$ cat config.mk
export PLATFORM = sky130hd
export DESIGN_NAME = fg_prog_sequencer
export DESIGN_NICKNAME = d
export VERILOG_FILES = /design/src/rtl/fg_prog_pkg.sv /design/src/rtl/fg_cycle_timer.sv /design/src/rtl/fg_prog_sequencer.sv
export SDC_FILE = /design/constraint.sdc
export NUM_CORES = 1
export LEC_CHECK = 0
export CAP_MARGIN = 20
export CORE_ASPECT_RATIO = 0.5
export CORE_MARGIN = 2
export CORE_UTILIZATION = 33
export CTS_BUF_LIST = sky130_fd_sc_hd__clkbuf_8
export DETAILED_ROUTE_END_ITERATION = 16
export PLACE_DENSITY = 0.53
export SYNTH_ARGS = -nofsm -noshare
export SYNTH_HDL_FRONTEND = slang
export SYNTH_SLANG_ARGS = --single-unit
$ cat constraint.sdc
create_clock -name clk -period 5 [get_ports clk]
set_clock_uncertainty 0.15 [all_clocks]
set_input_delay 0.75 -clock clk [delete_from_list [all_inputs] [get_ports clk]]
set_output_delay 0.75 -clock clk [all_outputs]
set_load 0.01 [all_outputs]
$ cat src/rtl/fg_prog_pkg.sv
// Shared types for the floating-gate programming sequencer: FSM states,
// response status codes and the response pulse-count width.
package fg_prog_pkg;

    typedef enum logic [2:0] {
        IDLE    = 3'd0,
        SETUP   = 3'd1,
        MEASURE = 3'd2,
        CHECK   = 3'd3,
        PULSE   = 3'd4,
        RECOVER = 3'd5,
        RESP    = 3'd6
    } fg_state_e;

    typedef enum logic [1:0] {
        ST_OK      = 2'b00,
        ST_ALREADY = 2'b01,
        ST_TIMEOUT = 2'b10,
        ST_ABORTED = 2'b11
    } fg_status_e;

    localparam int RSP_PULSE_W = 8;

endpackage

$ cat src/rtl/fg_cycle_timer.sv
// Loadable down-counter used to time settle windows and injection pulses.
// Loading N gives done=1 after exactly N further clock edges, so a state that
// leaves on done after a load of N-1 lasts exactly N cycles.
module fg_cycle_timer #(
    parameter int W = 12
) (
    input  logic         clk,
    input  logic         rst_n,
    input  logic         load,
    input  logic [W-1:0] load_val,
    output logic         done
);

    logic [W-1:0] cnt_q, cnt_d;

    // Next count: load wins, otherwise count down and park at zero.
    always_comb begin
        cnt_d = cnt_q;
        if (load) begin
            cnt_d = load_val;
        end else if (cnt_q != '0) begin
            cnt_d = cnt_q - W'(1);
        end
    end

    // Count register.
    always_ff @(posedge clk or negedge rst_n) begin
        if (!rst_n) begin
            cnt_q <= '0;
        end else begin
            cnt_q <= cnt_d;
        end
    end

    assign done = (cnt_q == '0);

endmodule

$ cat src/rtl/fg_prog_sequencer.sv
// Closed-loop floating-gate programming sequencer: selects one indirect FG
// cell, then alternates ADC measurements and hot-electron injection pulses
// until the measured code reaches the requested target, the pulse budget is
// spent, or the host aborts.
//
// Handshakes: a transfer happens on a rising edge where valid and ready are
// both high. req_ready is high only while idle; rsp_valid stays high and all
// rsp_* fields stay frozen until rsp_ready is seen; meas_req stays high until
// meas_ack, and meas_code is taken in the ack cycle.
module fg_prog_sequencer
    import fg_prog_pkg::*;
#(
    parameter int ROW_BITS   = 3,
    parameter int COL_BITS   = 1,
    parameter int CODE_W     = 10,
    parameter int PULSE_W    = 12,
    parameter int SETTLE_CYC = 16,
    parameter int MAX_PULSES = 64
) (
    input  logic                   clk,
    input  logic                   rst_n,
    input  logic                   req_valid,
    output logic                   req_ready,
    input  logic [ROW_BITS-1:0]    req_row,
    input  logic [COL_BITS-1:0]    req_col,
    input  logic [CODE_W-1:0]      req_target,
    input  logic [PULSE_W-1:0]     pulse_len,
    input  logic                   abort,
    output logic [ROW_BITS-1:0]    row_sel,
    output logic [COL_BITS-1:0]    col_sel,
    output logic                   prog_mode,
    output logic                   inj_pulse,
    output logic                   meas_req,
    input  logic                   meas_ack,
    input  logic [CODE_W-1:0]      meas_code,
    output logic                   rsp_valid,
    input  logic                   rsp_ready,
    output logic [1:0]             rsp_status,
    output logic [RSP_PULSE_W-1:0] rsp_pulses,
    output logic [CODE_W-1:0]      rsp_code,
    output logic [2:0]             dbg_state
);

    localparam logic [PULSE_W-1:0]     SETTLE_LOAD = PULSE_W'(SETTLE_CYC - 1);
    localparam logic [RSP_PULSE_W-1:0] MAX_CNT     = RSP_PULSE_W'(MAX_PULSES);

    fg_state_e               state_q, state_d;
    logic [ROW_BITS-1:0]     row_q, row_d;
    logic [COL_BITS-1:0]     col_q, col_d;
    logic [CODE_W-1:0]       target_q, target_d;
    logic [PULSE_W-1:0]      plen_q, plen_d;
    logic [RSP_PULSE_W-1:0]  cnt_q, cnt_d;
    logic [CODE_W-1:0]       code_q, code_d;
    logic [1:0]              rsp_status_q, rsp_status_d;
    logic [RSP_PULSE_W-1:0]  rsp_pulses_q, rsp_pulses_d;
    logic [CODE_W-1:0]       rsp_code_q, rsp_code_d;
    logic                    req_ready_q, req_ready_d;
    logic                    prog_mode_q, prog_mode_d;
    logic                    inj_pulse_q, inj_pulse_d;
    logic                    meas_req_q, meas_req_d;
    logic                    rsp_valid_q, rsp_valid_d;

    logic                    timer_load;
    logic [PULSE_W-1:0]      timer_val;
    logic                    timer_done;
    logic                    abort_now;
    logic                    go_resp;
    logic [1:0]              resp_status;

    fg_cycle_timer #(.W(PULSE_W)) u_timer (
        .clk      (clk),
        .rst_n    (rst_n),
        .load     (timer_load),
        .load_val (timer_val),
        .done     (timer_done)
    );

    // Abort only matters while a request is in flight.
    assign abort_now = abort && (state_q != IDLE) && (state_q != RESP);

    // Next-state, request capture, pulse bookkeeping and registered outputs.
    always_comb begin
        state_d      = state_q;
        row_d        = row_q;
        col_d        = col_q;
        target_d     = target_q;
        plen_d       = plen_q;
        cnt_d        = cnt_q;
        code_d       = code_q;
        rsp_status_d = rsp_status_q;
        rsp_pulses_d = rsp_pulses_q;
        rsp_code_d   = rsp_code_q;
        timer_load   = 1'b0;
        timer_val    = SETTLE_LOAD;
        go_resp      = 1'b0;
        resp_status  = ST_OK;

        if (abort_now) begin
            go_resp     = 1'b1;
            resp_status = ST_ABORTED;
        end else begin
            case (state_q)
                IDLE: begin
                    if (req_valid && req_ready_q) begin
                        state_d    = SETUP;
                        row_d      = req_row;
                        col_d      = req_col;
                        target_d   = req_target;
                        plen_d     = (pulse_len == '0) ? PULSE_W'(1) : pulse_len;
                        cnt_d      = '0;
                        code_d     = '0;
                        timer_load = 1'b1;
                    end
                end
                SETUP: begin
                    if (timer_done) state_d = MEASURE;
                end
                MEASURE: begin
                    if (meas_ack) begin
                        code_d  = meas_code;
                        state_d = CHECK;
                    end
                end
                CHECK: begin
                    // Target check comes before the budget check, so reaching
                    // the target on the last allowed pulse still reports OK.
                    if (code_q >= target_q) begin
                        go_resp     = 1'b1;
                        resp_status = (cnt_q == '0) ? ST_ALREADY : ST_OK;
                    end else if (cnt_q >= MAX_CNT) begin
                        go_resp     = 1'b1;
                        resp_status = ST_TIMEOUT;
                    end else begin
                        state_d    = PULSE;
                        timer_load = 1'b1;
                        timer_val  = plen_q - PULSE_W'(1);
                    end
                end
                PULSE: begin
                    if (timer_done) begin
                        cnt_d      = (cnt_q >= MAX_CNT) ? cnt_q : cnt_q + RSP_PULSE_W'(1);
                        state_d    = RECOVER;
                        timer_load = 1'b1;
                    end
                end
                RECOVER: begin
                    if (timer_done) state_d = MEASURE;
                end
                RESP: begin
                    if (rsp_ready) begin
                        state_d      = IDLE;
                        row_d        = '0;
                        col_d        = '0;
                        rsp_status_d = '0;
                        rsp_pulses_d = '0;
                        rsp_code_d   = '0;
                    end
                end
                default: state_d = IDLE;
            endcase
        end

        // Freeze the response fields on the way into RESP; an aborted pulse
        // is not counted because cnt_q only advances when a pulse completes.
        if (go_resp) begin
            state_d      = RESP;
            rsp_status_d = resp_status;
            rsp_pulses_d = cnt_q;
            rsp_code_d   = code_q;
        end

        req_ready_d = (state_d == IDLE);
        prog_mode_d = (state_d == SETUP) || (state_d == MEASURE) || (state_d == CHECK) ||
                      (state_d == PULSE) || (state_d == RECOVER);
        inj_pulse_d = (state_d == PULSE);
        meas_req_d  = (state_d == MEASURE);
        rsp_valid_d = (state_d == RESP);
    end

    // State, request context and output registers.
    always_ff @(posedge clk or negedge rst_n) begin
        if (!rst_n) begin
            state_q      <= IDLE;
            row_q        <= '0;
            col_q        <= '0;
            target_q     <= '0;
            plen_q       <= '0;
            cnt_q        <= '0;
            code_q       <= '0;
            rsp_status_q <= '0;
            rsp_pulses_q <= '0;
            rsp_code_q   <= '0;
            req_ready_q  <= 1'b1;
            prog_mode_q  <= 1'b0;
            inj_pulse_q  <= 1'b0;
            meas_req_q   <= 1'b0;
            rsp_valid_q  <= 1'b0;
        end else begin
            state_q      <= state_d;
            row_q        <= row_d;
            col_q        <= col_d;
            target_q     <= target_d;
            plen_q       <= plen_d;
            cnt_q        <= cnt_d;
            code_q       <= code_d;
            rsp_status_q <= rsp_status_d;
            rsp_pulses_q <= rsp_pulses_d;
            rsp_code_q   <= rsp_code_d;
            req_ready_q  <= req_ready_d;
            prog_mode_q  <= prog_mode_d;
            inj_pulse_q  <= inj_pulse_d;
            meas_req_q   <= meas_req_d;
            rsp_valid_q  <= rsp_valid_d;
        end
    end

    assign req_ready  = req_ready_q;
    assign row_sel    = row_q;
    assign col_sel    = col_q;
    assign prog_mode  = prog_mode_q;
    assign inj_pulse  = inj_pulse_q;
    assign meas_req   = meas_req_q;
    assign rsp_valid  = rsp_valid_q;
    assign rsp_status = rsp_status_q;
    assign rsp_pulses = rsp_pulses_q;
    assign rsp_code   = rsp_code_q;
    assign dbg_state  = state_q;

endmodule
* Word level (Yosys, flattened, before mapping)
Cells that the tools add are included.
** Operators by class
- Multiplexer cells :: 57
- Equal/unequal tests :: 19
- Magnitude comparators :: 2
- Bitwise logic cells :: 1
- $add $sub $neg :: 3
- Reduce and logical (&&, ||, !) cells :: 26
** Operators with widths (number)
- 2-to-1 mux 12 bit :: 7
- 2-to-1 mux 10 bit :: 6
- 2-to-1 mux 8 bit :: 7
- 2-to-1 mux 3 bit :: 11
- zero test 12 bit :: 2
- subtractor 12 x 1 -> 12 bit (second input constant) :: 2
- case mux 10 bit (2 select lines) :: 1
- equality test 3 bit (second input constant) :: 6
- case mux 3 bit (6 select lines) :: 1
- 2-to-1 mux 2 bit :: 8
- case mux 8 bit (2 select lines) :: 1
- equality test 3 x 2 -> 1 bit (second input constant) :: 4
- 2-to-1 mux 1 bit :: 12
- nonzero test 12 bit :: 1
- nonzero test 2 bit :: 6
- greater-or-equal comparator 10 bit :: 1
- != test 2 bit (second input constant) :: 5
- adder 8 x 1 -> 8 bit (second input constant) :: 1
- greater-or-equal comparator 8 x 7 -> 1 bit (second input constant) :: 1
- zero test 8 bit :: 1
- AND reduction 4 bit :: 2
- equality test 3 x 1 -> 1 bit (second input constant) :: 2
- zero test 3 bit :: 2
- case mux 3 bit (2 select lines) :: 1
- 11 further kinds :: 17
** Word-level totals
- Register bits :: 84
- Output and inout port bits :: 32
- Input port bits :: 42

* Longest topological paths before layout
Gate-level depths: netlist of run 1.
- Depth in word-level cells :: 11
- Depth in mapped cells :: 8

* By module
From an unflattened synthesis of run 1, not the netlist that was laid out.
** Second synthesis, totals
- Cell total of the unflattened synthesis :: 515
- Area total of the unflattened synthesis :: 4778.3 um^2
** By module, submodules not included
- fg_prog_sequencer :: cells each 438, area each 4030.1 um^2, seq. area each 1803.0 um^2, instances 1
- fg_cycle_timer :: cells each 77, area each 748.2 um^2, seq. area each 300.3 um^2, instances 1

* Worst setup path before layout of run 1
Ideal clock, no wire load.
- Path type :: register to register
- Start :: register code_q[7]
- End :: register rsp_code_q[5] (netlist: rsp_code[5])
- Data arrival time :: 1982 ps
- Path buffers :: 1
- Setup time :: 95 ps
- Cell stages (with the launch flop) :: 8
- Path slack :: 2772 ps
- Cells stage by stage :: dfrtp_1 ha_1 a211o_1 a21oi_2 o41ai_4 o31a_4 buf_6 o32ai_2
** On the way
- Longest elaborated chain between the ends :: 6
- Elaborated cells between the ends (all ways) :: 9
** RTL lines
- from (decl) :: line fg_prog_sequencer.sv:53 : logic [CODE_W-1:0] code_q, code_d;
- from (signal assigned) :: line fg_prog_sequencer.sv:205 : code_q <= code_d;
- greater-or-equal comparator 10 bit * :: line fg_prog_sequencer.sv:127 : if (code_q >= target_q) begin
- 2-to-1 mux 1 bit * :: line fg_prog_sequencer.sv:127
- 2-to-1 mux 1 bit * :: line fg_prog_sequencer.sv:102 : case (state_q)
- 2-to-1 mux 1 bit * :: line fg_prog_sequencer.sv:98 : if (abort_now) begin
- != test 2 x 1 -> 1 bit (no source line) / nonzero test 2 bit (equally long branches)
- AND reduction 3 bit (no source line)
- to (signal assigned) :: line fg_prog_sequencer.sv:208 : rsp_code_q <= rsp_code_d;
- to (decl) :: line fg_prog_sequencer.sv:56 : logic [CODE_W-1:0] rsp_code_q, rsp_code_d;
Mark *: on every way between the ends. The rest lies on a longest branch, timed or not.
A chain may end at the register's enable or synchronous reset.

* Worst setup path in the final report of run 1
- Start :: input req_valid
- End :: register cnt_q[6]
** On the way
- Longest elaborated chain between the ends :: 3
** RTL lines
- from (decl) :: line fg_prog_sequencer.sv:22 : input logic req_valid,
- logical AND 1 bit :: line fg_prog_sequencer.sv:104 : if (req_valid && req_ready_q) begin
- != test 2 bit (no source line)
- AND reduction 5 bit (no source line)
- to (signal assigned) :: line fg_prog_sequencer.sv:204 : cnt_q <= cnt_d;
- to (decl) :: line fg_prog_sequencer.sv:52 : logic [RSP_PULSE_W-1:0] cnt_q, cnt_d;
No other way between the ends.

==> results.sh, run 1 <==
export IMPL_grt_setup_unrepaired="no"
export IMPL_grt_max_degree=53
export IMPL_syn_avg_cell_area_um2=9.88
export IMPL_dpl_cell_area_um2=5400
export IMPL_drtIter0Drc=157
export IMPL_die_h_um=86.6
export IMPL_post_cts_buffers=0
export IMPL_synthToLayoutAreaGrowth_pct=24.8
export IMPL_drt_vias_per_instance=4.89
export IMPL_worstSkewPairLatency_ns=0.35
export IMPL_yosys_area_share_xor_xnor=0.0467
export IMPL_first_pass_iters=4
export IMPL_grt_use_total=0.157
export IMPL_syn_nets=513
export IMPL_status="finished clean"
export IMPL_final_nets=583
export IMPL_tritoncts="built"
export IMPL_synth_seq_cells=84
export IMPL_antenna_cells=0
export IMPL_place_hpwl_um=7740
export IMPL_grt_pass1_wl_um=18000
export IMPL_synth_cell_types=61
export IMPL_boundaryPins=74
export IMPL_holdBufCountCts=0
export IMPL_synth_compound_area_frac=0.153
export IMPL_hp_class="primary input to async pin"
export IMPL_antenna_found_initial=0
export IMPL_die_x_um=169
export IMPL_final_cell_mix="83 x dfrtp_1, 79 x nand2_1, 72 x clkdlybuf4s50_1"
export IMPL_ys_flop_type="dfrtp_1"
export IMPL_port_buffers=73
export IMPL_cts_root_buffer="clkbuf_8"
export IMPL_start_util=0.335
export IMPL_tightest_slew_ns=0.773
export IMPL_synthMuxAreaShare=0.0589
export IMPL_gp_congestion=0.845
export IMPL_setup_violations=0
export IMPL_slowest_stage="buf_4"
export IMPL_die_area_um2=14700
export IMPL_maxCapViolCount=0
export IMPL_path_clk_slew_ns=0.08
export IMPL_wire_per_inst_um=15.0
export IMPL_fin_area_um2=5620
export IMPL_min_period_ns=2.61
export IMPL_cts_buffer_depth=2
export IMPL_coreArea_um2=13400
export IMPL_path_cells="clkdlybuf4s50_1 -> nand2_1 -> nor4_4 -> buf_4 -> a31o_2 -> a41oi_1 -> nor2_1"
export IMPL_required_ns=5.13
export IMPL_syn_area_um2=4500
export IMPL_syn_instance_count=456
export IMPL_clock_fmax_ghz=0.383
export IMPL_slew_headroom=0.483
export IMPL_crit_path_start_kind="primary input"
export IMPL_drv_slew=0
export IMPL_hold_viol=0
export IMPL_ant_nets=0
export IMPL_drc=0
export IMPL_cts_sinks=84
export IMPL_drive_above_1_share=0.107
export IMPL_powerDensity_nw_per_um2=539
export IMPL_leakage_nw=2.38
export IMPL_peakVddDrop_mv=0.182
export IMPL_via_count=3455
export IMPL_period_share=0.522
export IMPL_cp_end_kind="flip-flop"
export IMPL_htree_levels=3
export IMPL_wl_um=10600
export IMPL_yosys_area_share_adder=0.0417
export IMPL_ys_warn_count=0
export IMPL_slowest_delay_ns=0.49
export IMPL_setup_tns_final_ns=0
export IMPL_cp_max_fo=45
export IMPL_ys_async_sr_fraction=1.00
export IMPL_grt_pass1_vias=3489
export IMPL_synth_top_family_by_area="simple AND/OR/NAND/NOR gates"
export IMPL_cp_arrival_ns=2.75
export IMPL_ctsResizeCount=0
export IMPL_ys_seq_area_frac=0.467
export IMPL_fp_row_count=30
export IMPL_synthSimpleGateAreaFrac=0.182
export IMPL_final_common_cell="dfrtp_1"
export IMPL_synth_edf_count=0
export IMPL_cts_made_buffers=9
export IMPL_gr_total_overflow=0
export IMPL_worst_setup_path_type="primary input to flip-flop"
-- power breakdown --
| group | internal, mW | switching, mW | total [mW] |
|---|---|---|---|
| Sequential | 0.926 | 0.230 | 1.16 |
| Combinational | 0.625 | 0.708 | 1.33 |
| Clock | 0.292 | 0.245 | 0.537 |
| Total | 1.84 | 1.18 | 3.03 |
-- logic make-up after synthesis --
family / after synthesis
and+or+nand+nor: 167
adders and majority gates: 15
buffers and inverters: 55
AOI/OAI and AO/OA: 86
xor gates and xnor gates: 24
DFF: 84
muxes: 25
-- flip-flops by register name, summed over array words and instances (netlist names), 2 cells and up --
signal and cells:
cnt_q 8, code_q 10, dbg_state 3, plen_q 12, row_sel 3, rsp_code 10, rsp_pulses 8, rsp_status 2
target_q 10, u_timer.cnt_q 12
-- worst paths after layout --
| check | from | to | slack [ns] | cells past startpoint |
|---|---|---|---|---|
| min in group clk | plen_q[0] | u_timer.cnt_q[0] | 0.37 | 1 |
| worst max-delay path | req_valid | cnt_q[6] | 2.39 | 7 |
| max in group asynchronous | rst_n | rsp_pulses[6] | 3.50 | 2 |
| worst max register to register | dbg_state[2] | rsp_code[4] | 2.53 | 4 |
| worst min-delay path | rst_n | u_timer.cnt_q[10] | 0.17 | 1 |
| worst min register to register | plen_q[0] | u_timer.cnt_q[0] | 0.37 | 1 |
-- cell type report --
| type | count | area (um^2) |
|---|---|---|
| clock buffers | 10 | 138 |
| clock inverters | 6 | 80.1 |
| fillers | 1352 | 7820 |
| inverters | 36 | 135 |
| multi-input cells | 317 | 2180 |
| flip-flops and latches | 84 | 2100 |
| well taps | 176 | 220 |
| repair buffers | 78 | 766 |
-- cell usage after synthesis, types with 2 or more instances --
cell | instances | area share
and4_1 | 2 | 0.0039
nor2_1 | 27 | 0.023
inv_1 | 35 | 0.029
nand2_1 | 79 | 0.066
nand3b_1 | 2 | 0.0033
o32ai_1 | 6 | 0.012
xor2_1 | 9 | 0.018
nand3_1 | 9 | 0.010
buf_2 | 9 | 0.010
clkbuf_1 | 7 | 0.0058
buf_4 | 2 | 0.0033
a21oi_1 | 12 | 0.013
nand2b_1 | 4 | 0.0056
dfrtp_1 | 83 | 0.46
nor2b_1 | 2 | 0.0028
ha_1 | 15 | 0.042
a21o_1 | 2 | 0.0033
nor4_2 | 2 | 0.0056
xnor2_1 | 15 | 0.029
o32ai_2 | 10 | 0.036
or3_1 | 6 | 0.0083
o21a_1 | 2 | 0.0033
mux2_2 | 12 | 0.030
a32oi_1 | 3 | 0.0058
mux2i_1 | 13 | 0.029
a31o_2 | 2 | 0.0039
nor4_1 | 5 | 0.0069
nand4_1 | 6 | 0.0083
nor3_1 | 10 | 0.011
o31a_1 | 2 | 0.0039
nor3_2 | 2 | 0.0044
o21ai_0 | 32 | 0.036
-- routing by layer --
layer | global-route usage | routed length (um)
met5 | 0 | 0
met4 | 0.0373 | 38
met3 | 0.0320 | 334
met2 | 0.248 | 4920
met1 | 0.222 | 5290
-- stage by stage --
step | hold slack, ns | total power [mW] | setup slack [ns] | util | instances
after global routing | 0.200 | 3.31 | 2.22 | 0.418 | 707
after detailed placement | 0.362 | 2.53 | 2.02 | 0.402 | 691
after floorplan | 0.304 | 2.06 | 2.77 | - | 456
after global placement | 0.360 | 2.51 | 2.04 | 0.402 | 691
final | 0.173 | 3.03 | 2.39 | 0.418 | 707
after CTS | 0.167 | 3.09 | 2.39 | 0.418 | 707
-- worst max-delay path, delay by kind of cell --
family / cells / cell delay [ns]
AOI/OAI and AO/OA: 2 / 0.35
buffers and inverters: 2 / 0.95
and+or+nand+nor: 3 / 0.69
(Power assumes the default switching activity.)
==> run 2, diff against run 1 <==
--- a/config.mk
+++ b/config.mk
@@ -11,7 +11,7 @@
 export CORE_UTILIZATION = 33
 export CTS_BUF_LIST = sky130_fd_sc_hd__clkbuf_8
 export DETAILED_ROUTE_END_ITERATION = 16
-export PLACE_DENSITY = 0.53
+export PLACE_DENSITY = 0.55
 export SYNTH_ARGS = -nofsm -noshare
 export SYNTH_HDL_FRONTEND = slang
 export SYNTH_SLANG_ARGS = --single-unit
==> constraint.sdc (replaced) <==
create_clock -name clk -period 2.4 [get_ports clk]
set_clock_uncertainty 0.15 [all_clocks]
set_input_delay 0.36 -clock clk [delete_from_list [all_inputs] [get_ports clk]]
set_output_delay 0.36 -clock clk [all_outputs]
set_load 0.01 [all_outputs]
==> results.sh, run 2 (synthesis gave the netlist of run 1 again) <==
export IMPL_clock_fmax_ghz=0.430
export IMPL_coreArea_um2=13400
export IMPL_cp_end_kind="flip-flop"
export IMPL_final_common_cell="dfrtp_1"
export IMPL_final_cell_mix="83 x dfrtp_1, 79 x nand2_1, 72 x clkdlybuf4s50_1"
export IMPL_cp_num_buf_inv=2
export IMPL_slew_headroom=0.575
export IMPL_status="finished clean"
export IMPL_die_h_um=86.6
export IMPL_tritoncts="built"
export IMPL_cp_arrival_ns=2.45
export IMPL_hold_viol=0
export IMPL_synthToLayoutAreaGrowth_pct=30.5
export IMPL_leakage_nw=2.48
export IMPL_drive_above_1_share=0.157
export IMPL_drtIter0Drc=231
export IMPL_antenna_found_initial=0
export IMPL_post_place_cells=708
export IMPL_grt_pass1_wl_um=17600
export IMPL_wire_per_inst_um=15.2
export IMPL_grt_use_total=0.154
export IMPL_worst_setup_path_type="flip-flop to flip-flop"
export IMPL_boundaryPins=74
export IMPL_min_period_ns=2.33
export IMPL_place_hpwl_um=7870
export IMPL_tightest_slew_ns=0.629
export IMPL_drc=0
export IMPL_p_sw_frac=0.404
export IMPL_postLayoutCoreUtil=0.437
export IMPL_cts_made_buffers=9
export IMPL_period_share=0.970
export IMPL_powerDensity_nw_per_um2=1130
export IMPL_via_count=3561
export IMPL_final_nets=606
export IMPL_grt_max_degree=37
export IMPL_fp_row_count=30
export IMPL_worstSkewPairLatency_ns=0.37
export IMPL_slowest_stage="o31a_4"
export IMPL_gp_congestion=0.813
export IMPL_crit_family="compound AO/OA/AOI/OAI gates"
export IMPL_cts_root_buffer="clkbuf_8"
export IMPL_intPower_mw=3.95
export IMPL_power_share_sequential=0.362
export IMPL_timing_final_ws_setup_ns=0.0724
export IMPL_maxCapViolCount=0
export IMPL_die_area_um2=14700
export IMPL_power_frac_comb=0.480
export IMPL_total_power_mw=6.62
export IMPL_peakVddDrop_mv=0.401
export IMPL_gr_total_overflow=0
export IMPL_top_regs="plen_q: 12 flops, u_timer.cnt_q: 12 flops"
export IMPL_required_ns=2.53
export IMPL_antenna_cells=0
export IMPL_wl_um=11100
export IMPL_path_clk_slew_ns=0.09
export IMPL_setup_violations=0
export IMPL_die_x_um=169
export IMPL_switching_power_mw=2.67
export IMPL_ant_nets=0
export IMPL_path_cells="inv_1 -> ha_1 -> a211o_1 -> a21oi_4 -> o41ai_4 -> buf_4 -> o31a_4 -> o32ai_1"
export IMPL_cp_max_fo=8
export IMPL_htree_levels=3
export IMPL_start_util=0.335
export IMPL_clock_power_share=0.158
export IMPL_hp_class="primary input to async pin"
export IMPL_drv_slew=0
export IMPL_slowest_delay_ns=0.37
export IMPL_crit_path_start_kind="flip-flop"
export IMPL_cts_sinks=84
export IMPL_drt_vias_per_instance=4.88
export IMPL_grt_pass1_vias=3422
export IMPL_port_buffers=73
export IMPL_dp_slack_ns=-0.00787
export IMPL_first_pass_iters=4
export IMPL_setup_tns_final_ns=0
export IMPL_layoutNonFillerInstCount=730
export IMPL_cts_buffer_depth=2
[run 2: cell count changes in the layout (fill, tap and decap cells not counted), moves of 3 or more]
cell	before	now
buf_4	6	23
clkinvlp_4	0	5
buf_12	0	3
inv_1	38	35
o32ai_1	6	3
o32ai_2	10	13
[run 2: path summary, 6_finish.rpt]
| path | depth (start not counted) | start | slack (ns) | end |
|---|---|---|---|---|
| min | 2 | rst_n | 0.31 | u_timer.cnt_q[2] |
| max reg2reg | 8 | target_q[7] | 0.07 | rsp_code[2] |
| max in group asynchronous | 3 | rst_n | 1.10 | req_ready |
| min reg2reg | 1 | target_q[0] | 0.37 | target_q[0] |
| min in group clk | 1 | target_q[0] | 0.37 | target_q[0] |
| max | 8 | target_q[7] | 0.07 | rsp_code[2] |
[run 2: timing repair]
item,CTS,global route
pin swaps,1,4
resized for setup,0,8
hold buffers,1,0
hold endpoints to repair,27,0
gates cloned,0,2
setup endpoints to repair,11,30
setup buffers,0,3
[run 2: cell type report]
cell class,count,area [um^2]
timing repair buffer,99,963
clock buffer,9,124
multi-input combinational,319,2260
tap,176,220
clock inverter,7,76.3
inverter,36,135
sequential,84,2100
fill,1310,7560
[run 2: worst register-to-register path, delay by kind of cell, from the launching register on]
kind / cells / cell delay, ns
AO/OA/AOI/OAI: 5 / 1.21
flip-flops: 1 / 0.33
adder cells (fa/ha/maj): 1 / 0.30
buffers and inverters: 2 / 0.23
[run 2: power by group through the flow]
stage	clock network [mW]	logic [mW]	registers, mW
floorplan	0	1.95	2.35
global placement	0	2.99	2.42
detailed placement	0	3.01	2.43
CTS	1.08	3.03	2.41
global route	1.13	3.53	2.48
finish	1.04	3.18	2.40
[run 2: per-layer routing]
layer / vias to the layer above / routed length, um / GRT usage
met5: - / 0 / 0
met4: 0 / 97 / 0.0326
met3: 9 / 395 / 0.0370
met2: 58 / 5080 / 0.242
met1: 1714 / 5490 / 0.217
li1: 1780 / - / -
[run 2: per-stage QoR]
stage | hold WS (ns) | cell area, um^2
floorplan | -0.0856 | 4500
global placement | 0.163 | 5570
detailed placement | 0.165 | 5570
CTS | 0.314 | 5780
global route | 0.346 | 5880
finish | 0.307 | 5880
==> variant, RTL diff (settings of run 2) <==
Change the parameter `PULSE_W` from 12 to 18.
--- a/src/rtl/fg_prog_sequencer.sv
+++ b/src/rtl/fg_prog_sequencer.sv
@@ -13,7 +13,7 @@
     parameter int ROW_BITS   = 3,
     parameter int COL_BITS   = 1,
     parameter int CODE_W     = 10,
-    parameter int PULSE_W    = 12,
+    parameter int PULSE_W    = 18,
     parameter int SETTLE_CYC = 16,
     parameter int MAX_PULSES = 64
 ) (
Ports: changed (resized pulse_len); port bits go from 74 to 80. The function was not compared with the original's and may differ.
==> variant against run 2 <==
  * The run now ends with setup timing left
  * Sequential cell count rose by 12
  * Final cell count rose by 27%
  * Area after synthesis rose by 20%
  * Synthesized cell count rose by 29%
  * Routed wire length rose by 36%
  * Utilization rose by 0.18 points
  * Total power rose by 22%
  * Setup slack got worse by 0.10 ns
  * Critical path depth rose by 2
  * Sequential share of layout area fell by 2.1 points
  * Maximum frequency fell by 4.2%
  * Final area rose by 21%
  * Worst hold slack improved by 0.044 ns
  * First-iteration DRC count rose by 48%
==> variant: results <==
metrics = {
    "power_and_ir_drop": {
        "leakage_nw": 2.99,
        "switching_share": 0.402,
        "peakVddDrop_uv": 471,
        "pwr-share-seq": 0.349,
        "pwr-share-clk": 0.151,
        "powerSeq_mw": 2.83,
    },
    "finish": {
        "clk_share": 0.0321,
        "final-nonclk-buf-share": 0.180,
        "finalInstanceArea_sq_mm": 0.00713,
        "stdcell_count": 930,
        "drive_gt1_frac": 0.142,
        "fin_util": 0.439,
        "inverters_excl_clock": 24,
        "multiInputGateArea_sq_mm": 0.00284,
        "fin_nets": 761,
        "reg_top3": "plen_q: 18 flops, u_timer.cnt_q: 18 flops",
        "nMultiInputCombCells": 434,
        "regArea_sq_mm": 0.00240,
        "n_all_buffers": 133,
        "fillers": 1574,
    },
    "worst_setup_path": {
        "cp_max_fo": 6,
        "worstPathArrival_ns": 2.52,
        "crit_end": "rsp_pulses[4]",
        "ff2ff_path_depth": 10,
        "rr_endpoint": "rsp_pulses[4]",
    },
    "sta": {
        "setup_violations": 17,
        "setup_ws_ns": -0.0289,
    },
    "synthesis": {
        "synth_seq_area_share": 0.444,
        "synth-compound-area-share": 0.127,
        "synth-seq-cells": 96,
        "syn_nets": 652,
        "synth_xor_area_frac": 0.0453,
        "yosys.area_share.adder": 0.0347,
        "synth.distinct_cells": 64,
        "synth_area_leaders": "dfrtp_1, nand2_1, nand4_1, mux2i_1, ha_1",
        "synth_area_per_cell_sq_um": 9.19,
        "netlist_top_cells_count": "nand2_1, dfrtp_1, nand4_1, o21ai_0, inv_1",
    },
    "global_route": {
        "grt_first_pass_wirelength_um": 24100,
        "grtUsageMet3": 0.0347,
        "grtUsageMet2": 0.289,
        "grt_max_degree": 50,
        "grt_pass1_vias": 4573,
        "use_met1": 0.244,
        "grt_util_all_layers": 0.176,
    },
    "clocking": {
        "cts_resized": 2,
        "path_clk_slew_ns": 0.11,
    },
    "status": {
        "status": "finished with violations",
        "violations": "setup timing",
    },
    "drt": {
        "first_iter_violations": 341,
        "wl_per_cell_um": 16.2,
        "vias": 4734,
    },
    "placement": {
        "portBuffers": 79,
        "dp_hpwl_um": 10800,
        "placed_area_sq_mm": 0.00674,
        "dp_cells": 905,
    },
}
variant: cell count changes in the layout (fill, tap and decap cells not counted), moves of 10 or more:
cell / delta
nand4_1: +29
dfrtp_1: +12
mux2_2: -11
o32ai_2: -13
nand2_1: +34
o211ai_1: +10
buf_4: +20
inv_1: -12
variant: per-layer routing:
layer	up-vias	share of wire	wire (um)
met2	102	0.47	7120
met4	0	0.014	213
met1	2279	0.47	7130
li1	2340	-	-
met5	-	0	0
met3	13	0.040	607
variant: through the flow:
step                hold slack (ns)  TNS (ns)
detailed placement            0.266    -0.457
CTS                           0.361         0
floorplan                   -0.0856         0
global placement              0.268    -0.170
finish                        0.351    -0.190
global route                  0.375     -3.06
variant: worst max-delay path: stages (launching register included):
cell      delay, ns
dfrtp_1        0.39
inv_2          0.08
ha_4           0.20
a211o_1        0.29
o211ai_1       0.14
o311ai_2       0.20
buf_4          0.21
o41ai_4        0.19
buf_4          0.20
buf_6          0.12
o221ai_1       0.11
